$ cat src/rtl/coin_acceptor.sv
// Coin acceptor: accumulates 5/10-unit coin credit, pays the washing machine once the
// selected mode's price is covered, and dispenses change or refunds one coin per cycle.
module coin_acceptor #(
    parameter int PRICE_1  = 10,
    parameter int PRICE_2  = 20,
    parameter int PRICE_3  = 30,
    parameter int CREDIT_W = 7,
    parameter int TIMEOUT  = 200
) (
    input  logic                i_clk,
    input  logic                i_rst_n,
    input  logic                i_coin_5,
    input  logic                i_coin_10,
    input  logic                i_mode_1,
    input  logic                i_mode_2,
    input  logic                i_mode_3,
    input  logic                i_cancel,
    input  logic                i_coinreturn,
    input  logic                i_done,
    output logic                o_coin,
    output logic [CREDIT_W-1:0] o_credit,
    output logic                o_refund_10,
    output logic                o_refund_5,
    output logic                o_reject,
    output logic                o_busy,
    output logic [2:0]          o_state
);

    typedef enum logic [2:0] {
        ST_IDLE    = 3'd0,
        ST_COLLECT = 3'd1,
        ST_VEND    = 3'd2,
        ST_CHANGE  = 3'd3,
        ST_PAID    = 3'd4,
        ST_REFUND  = 3'd5
    } state_t;

    localparam int CNT_W = $clog2(TIMEOUT + 1);

    localparam logic [CREDIT_W-1:0] P1        = CREDIT_W'(PRICE_1);
    localparam logic [CREDIT_W-1:0] P2        = CREDIT_W'(PRICE_2);
    localparam logic [CREDIT_W-1:0] P3        = CREDIT_W'(PRICE_3);
    localparam logic [CREDIT_W-1:0] FIVE      = CREDIT_W'(5);
    localparam logic [CREDIT_W-1:0] TEN       = CREDIT_W'(10);
    localparam logic [CREDIT_W:0]   V5        = (CREDIT_W + 1)'(5);
    localparam logic [CREDIT_W:0]   V10       = (CREDIT_W + 1)'(10);
    localparam logic [CREDIT_W:0]   V15       = (CREDIT_W + 1)'(15);
    localparam logic [CREDIT_W:0]   CREDIT_MX = {1'b0, {CREDIT_W{1'b1}}};
    localparam logic [CNT_W-1:0]    TO_CNT    = CNT_W'(TIMEOUT);

    state_t                state_q, state_d;
    logic [CREDIT_W-1:0]   credit_q, credit_d;
    logic [CREDIT_W-1:0]   price_q, price_d;
    logic [CNT_W-1:0]      cnt_q, cnt_d;
    logic                  reject_q, reject_d;

    logic                  coin_any;
    logic                  coin_fits;
    logic                  mode_sel;
    logic [CREDIT_W:0]     coin_val;
    logic [CREDIT_W:0]     coin_sum;
    logic [CREDIT_W-1:0]   price_act;
    logic [CREDIT_W-1:0]   disp_val;
    logic [CREDIT_W-1:0]   disp_rem;

    always_comb begin
        coin_val = '0;
        case ({i_coin_10, i_coin_5})
            2'b01:   coin_val = V5;
            2'b10:   coin_val = V10;
            2'b11:   coin_val = V15;
            default: coin_val = '0;
        endcase
        coin_any  = i_coin_5 | i_coin_10;
        coin_sum  = {1'b0, credit_q} + coin_val;
        coin_fits = (coin_sum <= CREDIT_MX);

        mode_sel  = i_mode_1 | i_mode_2 | i_mode_3;
        price_act = '0;
        if (i_mode_1)      price_act = P1;
        else if (i_mode_2) price_act = P2;
        else if (i_mode_3) price_act = P3;

        // Change and refund share one dispenser: largest coin that still fits.
        disp_val = '0;
        if (credit_q >= TEN)    disp_val = TEN;
        else if (credit_q != 0) disp_val = FIVE;
        disp_rem = credit_q - disp_val;
    end

    always_comb begin
        state_d  = state_q;
        credit_d = credit_q;
        price_d  = price_q;
        cnt_d    = cnt_q;
        reject_d = 1'b0;
        case (state_q)
            ST_IDLE: begin
                if (coin_any) begin
                    if (coin_fits) begin
                        credit_d = coin_sum[CREDIT_W-1:0];
                        cnt_d    = '0;
                        state_d  = ST_COLLECT;
                    end else begin
                        reject_d = 1'b1;
                    end
                end
            end
            ST_COLLECT: begin
                if (i_cancel && credit_q != 0) begin
                    reject_d = coin_any;
                    state_d  = ST_REFUND;
                end else if (cnt_q == TO_CNT) begin
                    reject_d = coin_any;
                    state_d  = ST_REFUND;
                end else if (mode_sel && credit_q >= price_act) begin
                    // Price captured at the decision so a mode change during VEND cannot underflow credit.
                    reject_d = coin_any;
                    price_d  = price_act;
                    state_d  = ST_VEND;
                end else if (coin_any && coin_fits) begin
                    credit_d = coin_sum[CREDIT_W-1:0];
                    cnt_d    = '0;
                end else begin
                    reject_d = coin_any;
                    cnt_d    = cnt_q + CNT_W'(1);
                end
            end
            ST_VEND: begin
                reject_d = coin_any;
                credit_d = credit_q - price_q;
                state_d  = (credit_q != price_q) ? ST_CHANGE : ST_PAID;
            end
            ST_CHANGE: begin
                reject_d = coin_any;
                credit_d = disp_rem;
                if (disp_rem == 0) state_d = ST_PAID;
            end
            ST_PAID: begin
                reject_d = coin_any;
                if (i_coinreturn) begin
                    credit_d = price_q;
                    state_d  = ST_REFUND;
                end else if (i_done) begin
                    state_d  = ST_IDLE;
                end
            end
            ST_REFUND: begin
                reject_d = coin_any;
                credit_d = disp_rem;
                if (disp_rem == 0) state_d = ST_IDLE;
            end
            default: begin
                state_d  = ST_IDLE;
                credit_d = '0;
            end
        endcase
    end

    always_ff @(posedge i_clk or negedge i_rst_n) begin
        if (!i_rst_n) begin
            state_q  <= ST_IDLE;
            credit_q <= '0;
            price_q  <= '0;
            cnt_q    <= '0;
            reject_q <= 1'b0;
        end else begin
            state_q  <= state_d;
            credit_q <= credit_d;
            price_q  <= price_d;
            cnt_q    <= cnt_d;
            reject_q <= reject_d;
        end
    end

    assign o_coin      = (state_q == ST_VEND);
    assign o_credit    = credit_q;
    assign o_refund_10 = (state_q == ST_CHANGE || state_q == ST_REFUND) && (credit_q >= TEN);
    assign o_refund_5  = (state_q == ST_CHANGE || state_q == ST_REFUND) && (credit_q != 0)
                         && (credit_q < TEN);
    assign o_reject    = reject_q;
    assign o_busy      = (state_q != ST_IDLE);
    assign o_state     = state_q;

endmodule

$ cat config.mk
export PLATFORM = sky130hd
export DESIGN_NAME = coin_acceptor
export DESIGN_NICKNAME = d
export VERILOG_FILES = /design/src/rtl/coin_acceptor.sv
export SDC_FILE = /design/constraint.sdc
export NUM_CORES = 1
export LEC_CHECK = 0
export BUFFER_PORTS_ARGS = -buffer_cell sky130_fd_sc_hd__buf_4
export CAP_MARGIN = 5
export CORE_ASPECT_RATIO = 1.4
export CORE_MARGIN = 4
export CORE_UTILIZATION = 50
export DETAILED_ROUTE_END_ITERATION = 10
export PLACE_DENSITY_LB_ADDON = 0.2
export SYNTH_ARGS = -nofsm -noshare
export SYNTH_HDL_FRONTEND = slang
export SYNTH_SLANG_ARGS = --single-unit
$ cat constraint.sdc
create_clock -name i_clk -period 2.8 [get_ports i_clk]
set_input_delay 0.14 -clock i_clk [delete_from_list [all_inputs] [get_ports i_clk]]
set_output_delay 0.14 -clock i_clk [all_outputs]
set_load 0.05 [all_outputs]
; ---- Word level (Yosys, flattened, before mapping)
; Index checks and enable logic that the tools add are counted.
[op_classes]
add_sub_neg = 4
n_lt_le_gt_ge = 4
eq_ne = 21
muxes = 39
n_bitwise = 5
n_reduce_logical = 18
[op_table]
columns = op, n
row1 = two-way mux 7 bit, 7
row2 = two-way mux 8 bit, 6
row3 = case mux 7 bit (5 select lines), 1
row4 = two-way mux 3 bit, 11
row5 = inequality test 2 bit (second input constant), 9
row6 = case mux 3 bit (6 select lines), 1
row7 = case mux 8 bit (2 select lines), 1
row8 = two-way mux 5 bit, 3
row9 = subtractor 7 bit, 2
row10 = case mux 4 bit (3 select lines), 1
row11 = AND reduction 6 bit, 2
row12 = adder 7 x 8 -> 8 bit, 1
row13 = adder 8 x 1 -> 8 bit (second input constant), 1
row14 = == test 8 bit (second input constant), 1
row15 = less-or-equal comparator 8 x 7 -> 1 bit (second input constant), 1
row16 = greater-or-equal comparator 7 x 4 -> 1 bit (second input constant), 1
row17 = greater-or-equal comparator 7 bit, 1
row18 = logical NOT 7 bit, 1
row19 = < comparator 7 x 4 -> 1 bit (second input constant), 1
row20 = inequality test 7 bit, 1
row21 = AND reduction 7 bit, 1
row22 = nonzero test 7 bit, 1
row23 = == test 3 x 2 -> 1 bit (second input constant), 2
row24 = == test 3 bit (second input constant), 2
row25 = 18 further kinds, 32
[totals]
reg_bits = 26
input_bits = 10
elab_cells = 96

; ---- Depth between registers and ports, before layout
[depth]
word_depth = 10
mapped_depth = 15
ltp_nobuf = 14

; ---- Worst setup path before layout
; No wires, ideal clock.
[synth_path]
kind = flip-flop to flip-flop
start = register credit_q[4] (netlist: o_credit[4])
end = register state_q[2] (netlist: o_state[2])
setup_ns = 0.133
t_arrival_ns = 3.114
path_slack_ns = -0.447
path_stages_with_launch = 16
period_less_slack_ns = 3.247
path_cell_list = dfrtp_1 > buf_2 > or3_4 > a21oi_2 > nand2_1 > inv_1 > ha_1 > inv_1 > ha_1 > a21oi_1 > o21bai_1 > o2bb2ai_1 > nor4b_1 > and4b_1 > o21ai_1 > mux2i_1
[synth_between]
elab_chain_len = 7
elab_cells_between_ends = 20
cone_classes = add/sub (2) / order compare (3) / eq/ne (5) / mux (5) / reduce/logical (5)
[synth_lines]
columns = element, line_no
row1 = "start, declared", 52  ; logic [CREDIT_W-1:0] credit_q, credit_d;
row2 = "start signal, assigned", 169  ; credit_q <= credit_d;
row3 = "parallel branches: the longest is 7 deep, another holds greater-or-equal comparator 7 x 4 -> 1 bit", -
row4 = "end signal, assigned", 168  ; state_q <= state_d;
row5 = "end, declared", 51  ; state_t state_q, state_d;
; Parallel ways; which one is timed is not known.
; A chain may end at the register's enable or synchronous reset.

; ---- Final worst setup path
[layout_path]
start = register credit_q[4] (netlist: o_credit[4])
end = register state_q[1] (netlist: o_state[1])
; Same word-level chain as after synthesis.

==> impl_metrics.yaml <==
placement:
  dp.final_hpwl_mm: 4.67
  pre_cts_ws_ps: 37.0
  placed_area_um2: 2460
  port_buffers: 24
  gp_congestion: 0.866
layout:
  drive_above_1_share_pct: 25.0
  post-route-cell-area_um2: 2590
  syn2layout_area_growth_pct: 21.9
  diodes: 0
  layout.nets: 333
  fin_util_pct: 64.4
routing:
  top_layer: "met4"
  drtAntennaViolNets: 0
  drt_pass1_iterations: 5
  wl_met1_mm: 2.35
  post_drt_via_cell_ratio: 6.28
  met3WireLength_um: 305
  wl_mm: 5.99
  wire_per_inst_um: 17.5
  dr_wl_met2_mm: 3.22
  drt-initial-drc-count: 131
  via_count: 2154
  drc: 0
floorplanning:
  coreArea_um2: 4020
  dieArea_um2: 5370
  fp.dieH_um: 85.1
  rows: 27
  fp.dieW_um: 63.1
  ios: 25
  start_util_pct: 52.8
sta:
  final_hold_viol_count: 0
  timing.fmax_mhz: 363
  setup_ws_ps: 43.1
  finalCritPeriodShare_pct: 98.5
  rsz0062_at_grt: "yes"
  relSlewSlack_pct: 48.7
  final-setup-viol-count: 0
  fin_skew_ps: 7.40
  drv_slew: 0
  worstMarginPinSlew_ps: 761
  timing.final.crit_period_ps: 2760
clock_tree:
  cts_buffers: 3
  clock-sinks: 21
  clk-insertion-delay-late_ps: 270
  cts_htree_levels: 1
  cts_root_buf: "clkbuf_8"
  clockBufferDepth: 2
  cts_tree: "yes"
  clk_pin_slew_ps: 90
logic_synthesis:
  synth_fp_nets: 297
  syn_inst: 265
  synth-seq-cells: 21
  synth.area.top_cells: "dfrtp_1 25%, ha_1 12%, nand2_1 5.3%, o21ai_0 4.5%, inv_1 3.5%"
  synth_ff_type: "dfrtp_1"
  seq_area_frac_synth_pct: 24.7
  ys_types: 59
  synth_top_area_share_pct: 24.7
  synth_top_cells_by_count: "30 x nand2_1, 21 x dfrtp_1, 20 x ha_1, 20 x inv_1, 20 x nor2_1"
  yosysTopAreaCell: "dfrtp_1"
  yosysMostFrequentCell: "nand2_1"
  synthesis.area_um2: 2120
  synth.avg_cell_area_um2: 8.01
  async_flop_share_pct: 100
  yosysWarnings: 0
  synth_edf_count: 0
run:
  drv_cap: 0
global_route:
  grt_first_pass_wirelength_mm: 10.1
  antenna_found_initial: 0
  first_global_vias: 2157
  grt_max_degree: 22
  track_usage_pct: 23.4
  grt_remaining_overflow: 0
setup_path:
  path_class: "flop to flop"
  worst-endpoint-arrival_ps: 2920
  worst_setup_path_end_kind: "flop"
  start_kind: "flop"
  critPathMaxFanout: 4
  cp.required_ps: 2970
hold_path:
  min_path_type: "input pin to flop"
outcome:
  status: "completed"
[layout make-up]
| type | instances | area, µm² |
|---|---|---|
| sequential | 21 | 529 |
| multi-input combinational | 215 | 1580 |
| clock inverter | 1 | 5.00 |
| timing repair buffer | 40 | 307 |
| inverter | 20 | 75.1 |
| tap | 43 | 53.8 |
| fill | 372 | 1430 |
| clock buffer | 3 | 41.3 |
[worst paths after layout]
kind / slack [ps] / cells after the start / from / to
setup / recovery: 40 / 14 / o_credit[4]$_DFFE_PN0P_ / o_state[1]$_DFFE_PN0P_
hold / removal: 200 / 3 / i_coinreturn / o_state[2]$_DFFE_PN0P_
setup reg to reg: 40 / 14 / o_credit[4]$_DFFE_PN0P_ / o_state[1]$_DFFE_PN0P_
hold reg to reg: 500 / 1 / cnt_q[7]$_DFFE_PN0P_ / cnt_q[7]$_DFFE_PN0P_
max in group asynchronous: 2250 / 2 / i_rst_n / o_credit[4]$_DFFE_PN0P_
min in group asynchronous: 290 / 2 / i_rst_n / cnt_q[4]$_DFFE_PN0P_
[cells by family (layout without fill, tap and decap cells)]
kind of cell | count (synthesis) | count (layout) | share of synthesized area [%]
compound gates | 87 | 87 | 27.5
xor+xnor | 8 | 8 | 3.30
fa+ha+maj | 22 | 22 | 13.7
buf+inv | 29 | 64 | 5.77
flops | 21 | 21 | 24.7
mux | 3 | 3 | 1.41
simple gates | 95 | 95 | 23.6
[flip-flops by register name (all words and copies together) (netlist names)]
signal,count
cnt_q,8
o_credit,7
o_reject,1
o_state,3
price_q,2
[routing by layer]
metal	vias to the layer above	global-route usage, %
met3	9	1.99
met1	1032	27.5
met2	68	43.9
met4	0	8.03
met5	-	0
li1	1045	-
[through the flow]
| stage | hold WS (ps) | setup TNS (ps) | instances |
|---|---|---|---|
| after floorplan | -156 | -308 | 265 |
| after global placement | 47.5 | 0 | 335 |
| after detailed placement | 51.2 | 0 | 335 |
| after CTS | 197 | 0 | 340 |
| after global routing | 219 | -101 | 343 |
| final | 200 | 0 | 343 |
[worst max-delay path, cell delays in order, from the launching register on]
cell       delay [ps]
dfrtp_2           400
or3_4             420
a21oi_4           160
nand2_4            80
inv_2              70
ha_4              130
inv_2              40
ha_4              160
a21oi_4           190
o21bai_1           90
o2bb2ai_1         140
nor4b_1           240
and4b_2           310
nand2_1            70
a21o_1            160
[timing repair]
action	in CTS	in global routing
setup endpoints to repair	0	5
buffers inserted	0	3
endpoints found under the hold margin	21	0
gates resized for setup	0	12
hold buffers	1	0
[layout by cell type (no fill, tap or decap), types with 2 or more instances in the layout]
cell | synthesis | routed
ha_1 | 20 | 17
dfrtp_2 | 0 | 3
nand2b_1 | 3 | 3
o31ai_1 | 9 | 8
o21ai_1 | 9 | 9
inv_1 | 20 | 18
clkbuf_8 | 0 | 3
o221ai_1 | 2 | 2
o21a_1 | 3 | 3
and3_1 | 5 | 5
mux2i_1 | 3 | 3
inv_2 | 0 | 2
o21ai_2 | 1 | 2
xnor2_1 | 5 | 5
a222oi_1 | 2 | 2
a21o_1 | 5 | 5
a221oi_1 | 3 | 2
fa_1 | 2 | 2
nand4_1 | 3 | 3
o21ai_0 | 19 | 18
a21oi_4 | 0 | 2
nand2_1 | 30 | 29
o22ai_1 | 3 | 3
nor2_1 | 20 | 20
o21bai_1 | 2 | 2
or2_1 | 2 | 2
nor3_1 | 8 | 7
ha_4 | 0 | 3
dfrtp_1 | 21 | 18
xor2_1 | 3 | 3
o31ai_2 | 1 | 2
buf_4 | 0 | 38
or4_1 | 2 | 2
a31oi_1 | 3 | 3
a21oi_1 | 13 | 11
nand3_1 | 7 | 7
Power is not shown: default switching activity piles up to over one toggle a cycle in this logic, so the estimate is an artifact.
